<file path="src/rtl/lvg_dripper.sv">
// lvg_dripper -- skew feeder for the 4x4 systolic array.
//
// Captures a 4x4 matrix of W-bit words in a single cycle, then replays it as
// a diagonal wavefront selected by the externally supplied step index.
// Lane k (1-based) carries column k, delayed k-1 steps relative to lane 1.
//
// Ports:
//   clk              system clock, rising edge
//   rst              asynchronous active-high reset (clears matrix and lanes)
//   i11..i44         matrix element inputs, row r / column c as i{r}{c}
//   count            drip step index, meaningful values 1..7
//   load             capture strobe; overrides count for that cycle
//   p1..p4           registered lane outputs, one cycle after count/load
module lvg_dripper #(
  parameter int W = 32,
  parameter int N = 4
) (
  input  logic         clk,
  input  logic         rst,
  input  logic [W-1:0] i11, i12, i13, i14,
  input  logic [W-1:0] i21, i22, i23, i24,
  input  logic [W-1:0] i31, i32, i33, i34,
  input  logic [W-1:0] i41, i42, i43, i44,
  input  logic [5:0]   count,
  input  logic         load,
  output logic [W-1:0] p1,
  output logic [W-1:0] p2,
  output logic [W-1:0] p3,
  output logic [W-1:0] p4
);

  // Flattened view of the matrix inputs, indexed [row][col] from 0.
  logic [W-1:0] in_mat [N][N];

  assign in_mat[0][0] = i11; assign in_mat[0][1] = i12;
  assign in_mat[0][2] = i13; assign in_mat[0][3] = i14;
  assign in_mat[1][0] = i21; assign in_mat[1][1] = i22;
  assign in_mat[1][2] = i23; assign in_mat[1][3] = i24;
  assign in_mat[2][0] = i31; assign in_mat[2][1] = i32;
  assign in_mat[2][2] = i33; assign in_mat[2][3] = i34;
  assign in_mat[3][0] = i41; assign in_mat[3][1] = i42;
  assign in_mat[3][2] = i43; assign in_mat[3][3] = i44;

  // Stored matrix. All 16 words are read in parallel every cycle, so this
  // is plain register storage rather than a RAM.
  logic [W-1:0] m_reg [N][N];

  always_ff @(posedge clk or posedge rst) begin
    if (rst) begin
      for (int r = 0; r < N; r++) begin
        for (int c = 0; c < N; c++) begin
          m_reg[r][c] <= '0;
        end
      end
    end else if (load) begin
      for (int r = 0; r < N; r++) begin
        for (int c = 0; c < N; c++) begin
          m_reg[r][c] <= in_mat[r][c];
        end
      end
    end
  end

  // Lane registers, 0-based lane index.
  logic [W-1:0] lane_reg [N];

  genvar gi;
  generate
    for (gi = 0; gi < N; gi++) begin : g_lane
      logic [W-1:0] lane_next;

      // Lane gi (column gi) shows row rr when count == gi + rr + 1.
      // Matching the full 6-bit count against each legal step means any
      // out-of-range count (0, >= 8, or outside this lane's window) falls
      // through to zero with no wrap-around aliasing.
      always_comb begin
        lane_next = '0;
        for (int rr = 0; rr < N; rr++) begin
          if (count == 6'(gi + rr + 1)) begin
            lane_next = m_reg[rr][gi];
          end
        end
      end

      // Load blanks the lanes for its cycle; the freshly captured matrix is
      // only visible from the following cycle, so nothing mixes old/new data.
      always_ff @(posedge clk or posedge rst) begin
        if (rst) begin
          lane_reg[gi] <= '0;
        end else if (load) begin
          lane_reg[gi] <= '0;
        end else begin
          lane_reg[gi] <= lane_next;
        end
      end
    end
  endgenerate

  assign p1 = lane_reg[0];
  assign p2 = lane_reg[1];
  assign p3 = lane_reg[2];
  assign p4 = lane_reg[3];

endmodule

</file>
<file path="config.mk">
export PLATFORM = sky130hd
export DESIGN_NAME = lvg_dripper
export DESIGN_NICKNAME = d
export VERILOG_FILES = /design/src/rtl/lvg_dripper.sv
export SDC_FILE = /design/constraint.sdc
export NUM_CORES = 1
export LEC_CHECK = 0
export CAP_MARGIN = 5
export CORE_ASPECT_RATIO = 0.6
export CORE_UTILIZATION = 43
export DETAILED_ROUTE_END_ITERATION = 6
export PLACE_DENSITY = 0.72
export SETUP_SLACK_MARGIN = 0.5
export SLEW_MARGIN = 40
export SYNTH_ARGS = -nofsm -noshare
export SYNTH_HDL_FRONTEND = slang
export SYNTH_SLANG_ARGS = --single-unit
</file>
<file path="constraint.sdc">
create_clock -name clk -period 24.4 [get_ports clk]
set_input_delay 3.66 -clock clk [delete_from_list [all_inputs] [get_ports clk]]
set_output_delay 3.66 -clock clk [all_outputs]
set_load 0.005 [all_outputs]
</file>
# After elaboration in Yosys (flattened, before gate mapping)
# Index checks and enable logic that the tools add are counted.
# classes
n_eq_ne,7
n_mux,20
# op_table
cell,count
$mux W32,20
$eq A6 B3 Y1 const B,4
$eq A6 B2 Y1 const B,2
$eq A6 B1 Y1 const B,1
# word_totals
input_bits,521
word_cells,47
out_inout_bits,128
reg_bits,640

# Longest topological paths before layout
# depth
word_depth,6
mapped_depth,8
ltp_nobuf,4

# Worst setup path before layout
# OpenSTA, ideal clock, no wires.
# synth_path
kind,input -> register
from,input count[0]
to,register lane_reg (netlist bit p1[10])
cell_stages,6
path_slack_ns,19.254
t_arrival_ns,5.008
setup_ns,0.138
required_ns,24.262
path_cell_list,buf_2 -> buf_2 -> buf_2 -> buf_1 -> mux2i_1 -> o22ai_1
# synth_between
elab_chain_len,6
elab_cells_between_ends,9
classes_between,4 x eq/ne; 5 x mux
# synth_lines
item,line,text
"start, declared",24,"input logic [5:0] count,"
$eq A6 B1 Y1,79,if (count == 6'(gi + rr + 1)) begin
$mux W32 (3 in a row),79,
$mux W32 (*),79,
$mux W32 (*),90,end else if (load) begin
"end signal, assigned by index",93,lane_reg[gi] <= lane_next;
"end, declared",65,logic [W-1:0] lane_reg [N];
# Mark *: on every way between the ends. The rest lies on a longest branch, timed or not.
# A chain may end at the register's enable or synchronous reset.

==> summary.txt <==
Worst setup path
  – Worst EP arrival: 6.97 ns
  – Worst Setup End Kind: async pin
  – Crit-path max FO: 84
  – Setup slack, reg-to-reg: 23.19 ns
  – R2r worst-path depth: 2
  – RR Startpoint: m_reg[228]
  – R2R Path End: p1[4]
  – CP Data Required Time: 25.06 ns
  – Crit Path Class: primary input to async pin
  – Setup crit start kind: primary input

STA
  – PnR worst setup slack: 18.10 ns
  – Worst-Margin Slew: 0.8630 ns
  – RSZ-0062 raised after global routing: false
  – Max-slew headroom: 41.93%
  – Max Clock Skew: 0.02148 ns
  – Slew Limit Fails: 0
  – Final hold slack: 0.5024 ns
  – Hold Vio Cnt, Final: 0
  – Setup TNS: 0 ns
  – # setup viols final: 0
  – Post-route minimum period: 6.303 ns
  – Top achievable clock speed: 158.7 MHz
  – Fin crit share: 25.83%

Placement
  – Placed Cells: 3082
  – DP HPWL: 51330 um
  – DP Worst Slack: 17.24 ns
  – Gpl congestion: 0.8513
  – PortBufs: 648
  – DP Area: 0.03282 mm2

Logic synthesis
  – Library cells used by synthesis: 36
  – Post-synthesis mux area share: 25.38%
  – Most used DFF post-synth: dfrtp_1
  – FF+latch count, synth: 640
  – Cells after Synth: 1767
  – XOR/XNOR Fraction of Synth Area: 0%
  – Syn Nets: 2288
  – Yosys warning count: 0
  – Synth Area in Compound Gates: 6.943%
  – Number of synthesized flops with an enable pin: 0
  – Simple-gate share of the synthesized area: 2.873%
  – Post-synth ARST share: 100.0%
  – Main combinational cell family by area after synthesis: multiplexers
  – Post-synthesis adder-cell area fraction: 0%
  – Mapped Area: 0.02552 mm2
  – Synthesized area per cell: 14.44 um2
  – Register area share after synthesis: 62.76%

Floorplan
  – Core ar.: 0.05803 mm2
  – Die height: 190.7 um
  – Die area: 0.06036 mm2
  – Initial Util: 43.98%
  – Site row count: 68
  – # IOs: 649
  – DIE WIDTH: 316.5 um

Clocking
  – H-tree levels: 2
  – Post-CTS Hold Buffers: 0
  – Root Buffer: clkbuf_16
  – Reg clk slew, reported paths: 0.06 ns
  – # clock sinks: 640
  – Post-CTS sizing: 0
  – CTS Buf Count: 59
  – Post-CTS setup repair buffer count: 0
  – Clock latency on the worst-skew pair: 0.61 ns
  – Clock tree buffer depth: 3
  – TritonCTS clock tree: yes

Run
  – Max-cap viol count: 0

Power and ir drop
  – Sequential Power Share: 50.1%
  – Clk pwr share: 38.4%
  – Max VDD drop: 0.00007272 V
  – P_int: 1.832 mW
  – Leak: 14.30 nW
  – Total power: 2.387 mW
  – Gate power share: 11.5%
  – Pwr Density: 68.52 mW/mm2
  – Switching share of power: 23.25%
  – Psw: 0.5549 mW

Global routing
  – Vias in the first global route: 18.25k
  – First-pass GRT wire length: 110300 um
  – Gr usage total: 24.11%
  – Antenna violations before repair: 30
  – Total gr overflow: 0
  – Largest net degree at the start of global routing: 149

Outcome
  – Failing checks: DRC
  – Run status: finished with violations

Hold path
  – Worst hold path cell count: 1
  – Hold Crit Class: flop to flop
  – Min-delay src: m_reg[222]
  – WHS Endpoint: m_reg[222]

Cells and area
  – Max reg flops: 512
  – Commonest non-fill, non-tap cell in the layout: clkdlybuf4s50_1
  – NumNets Final: 2895
  – Fill count: 4434
  – Final Cell Area: 0.03483 mm2
  – Layout area overhead: 36.48%
  – Finished Layout Cells: 3209
  – Commonest cells after routing, fill and taps aside: 645 x clkdlybuf4s50_1, 640 x dfrtp_1, 544 x mux2_2, 71 x nor2_1, 66 x a22oi_1
  – Finished Core Util: 60.02%
  – Layout cell share with drive strength beyond 1: 28.27%

Route
  – Final ANT Viol Nets: 0
  – Drc violations: 1
  – Via/cell ratio: 5.431
  – Post-Route WL: 73950 um
  – Drt pass-1 iters: 7
  – DR vias: 17.43k
  – DR iter-0 viols: 1218
  – Routed len/inst: 23.05 um
==> critical path: stages <==
cell and delay, ns:
clkdlybuf4s50_1 0.54, inv_12 0.31, buf_16 0.39, buf_6 0.52, clkbuf_8 0.66, buf_4 0.65
==> power groups by stage <==
| stage | combinational, mW | sequential [mW] | clock (mW) |
|---|---|---|---|
| 6_report | 0.274 | 1.19 | 0.917 |
| 5_1_grt | 0.296 | 1.21 | 0.986 |
| 4_1_cts | 0.277 | 1.19 | 0.938 |
| 3_5_place_dp | 0.276 | 1.21 | 0 |
| 3_3_place_gp | 0.266 | 1.21 | 0 |
| 2_1_floorplan | 0.148 | 1.20 | 0 |
==> Yosys cell counts, drive strengths merged (2+ instances only) <==
cell type / n / area, um2
dfrtp: 640 / 16020
mux2: 544 / 6126
clkbuf: 109 / 409.1
nor2: 73 / 274.0
a22oi: 66 / 495.5
o22ai: 64 / 400.4
mux2i: 35 / 350.3
nor3: 35 / 186.4
a211oi: 30 / 225.2
o21ai: 30 / 150.1
a21oi: 28 / 140.1
nand2: 25 / 93.84
buf: 23 / 110.1
a222oi: 22 / 220.2
a31oi: 7 / 43.79
a32oi: 6 / 52.55
and3: 6 / 37.54
and2: 3 / 18.77
nand3: 3 / 15.01
nor4b: 3 / 47.54
o2bb2ai: 3 / 26.28
nand2b: 2 / 12.51
nand4: 2 / 12.51
nor2b: 2 / 12.51
==> worst max-delay path by stage <==
stage	from	end	slack (ns)
final	rst	m_reg[130]	18.10
after detailed placement	rst	m_reg[129]	17.24
after global routing	rst	m_reg[129]	17.66
after global placement	load	m_reg[373]	16.81
after CTS	rst	m_reg[381]	17.88
after floorplan	rst	m_reg[0]	2.81
==> per-layer routing <==
metal,up-vias,GRT usage [%],part of all wire [%]
met5,-,0,0.19
met4,22,8.635,3.0
met3,150,7.166,7.8
met2,574,39.14,49
met1,8975,30.64,40
li1,7706,-,-
==> area by class of cell <==
class | instances | area (um2) | area share, %
well taps | 770 | 963.4 | 2.766
multi-input cells | 994 | 9009 | 25.86
flip-flops and latches | 640 | 16020 | 45.98
clock inverters | 23 | 177.7 | 0.5101
diodes | 16 | 40.04 | 0.1150
inverters | 1 | 16.27 | 0.04670
repair buffers | 678 | 6855 | 19.68
clock buffers | 87 | 1753 | 5.033
==> logic make-up (layout without fill, tap and decap cells) <==
| logic type | Yosys count | in the layout |
|---|---|---|
| compound gates | 258 | 258 |
| other cells | 0 | 16 |
| buf+inv | 133 | 789 |
| flops | 640 | 640 |
| simple gates | 157 | 157 |
| mux | 579 | 579 |
(Power assumes the default switching activity.)
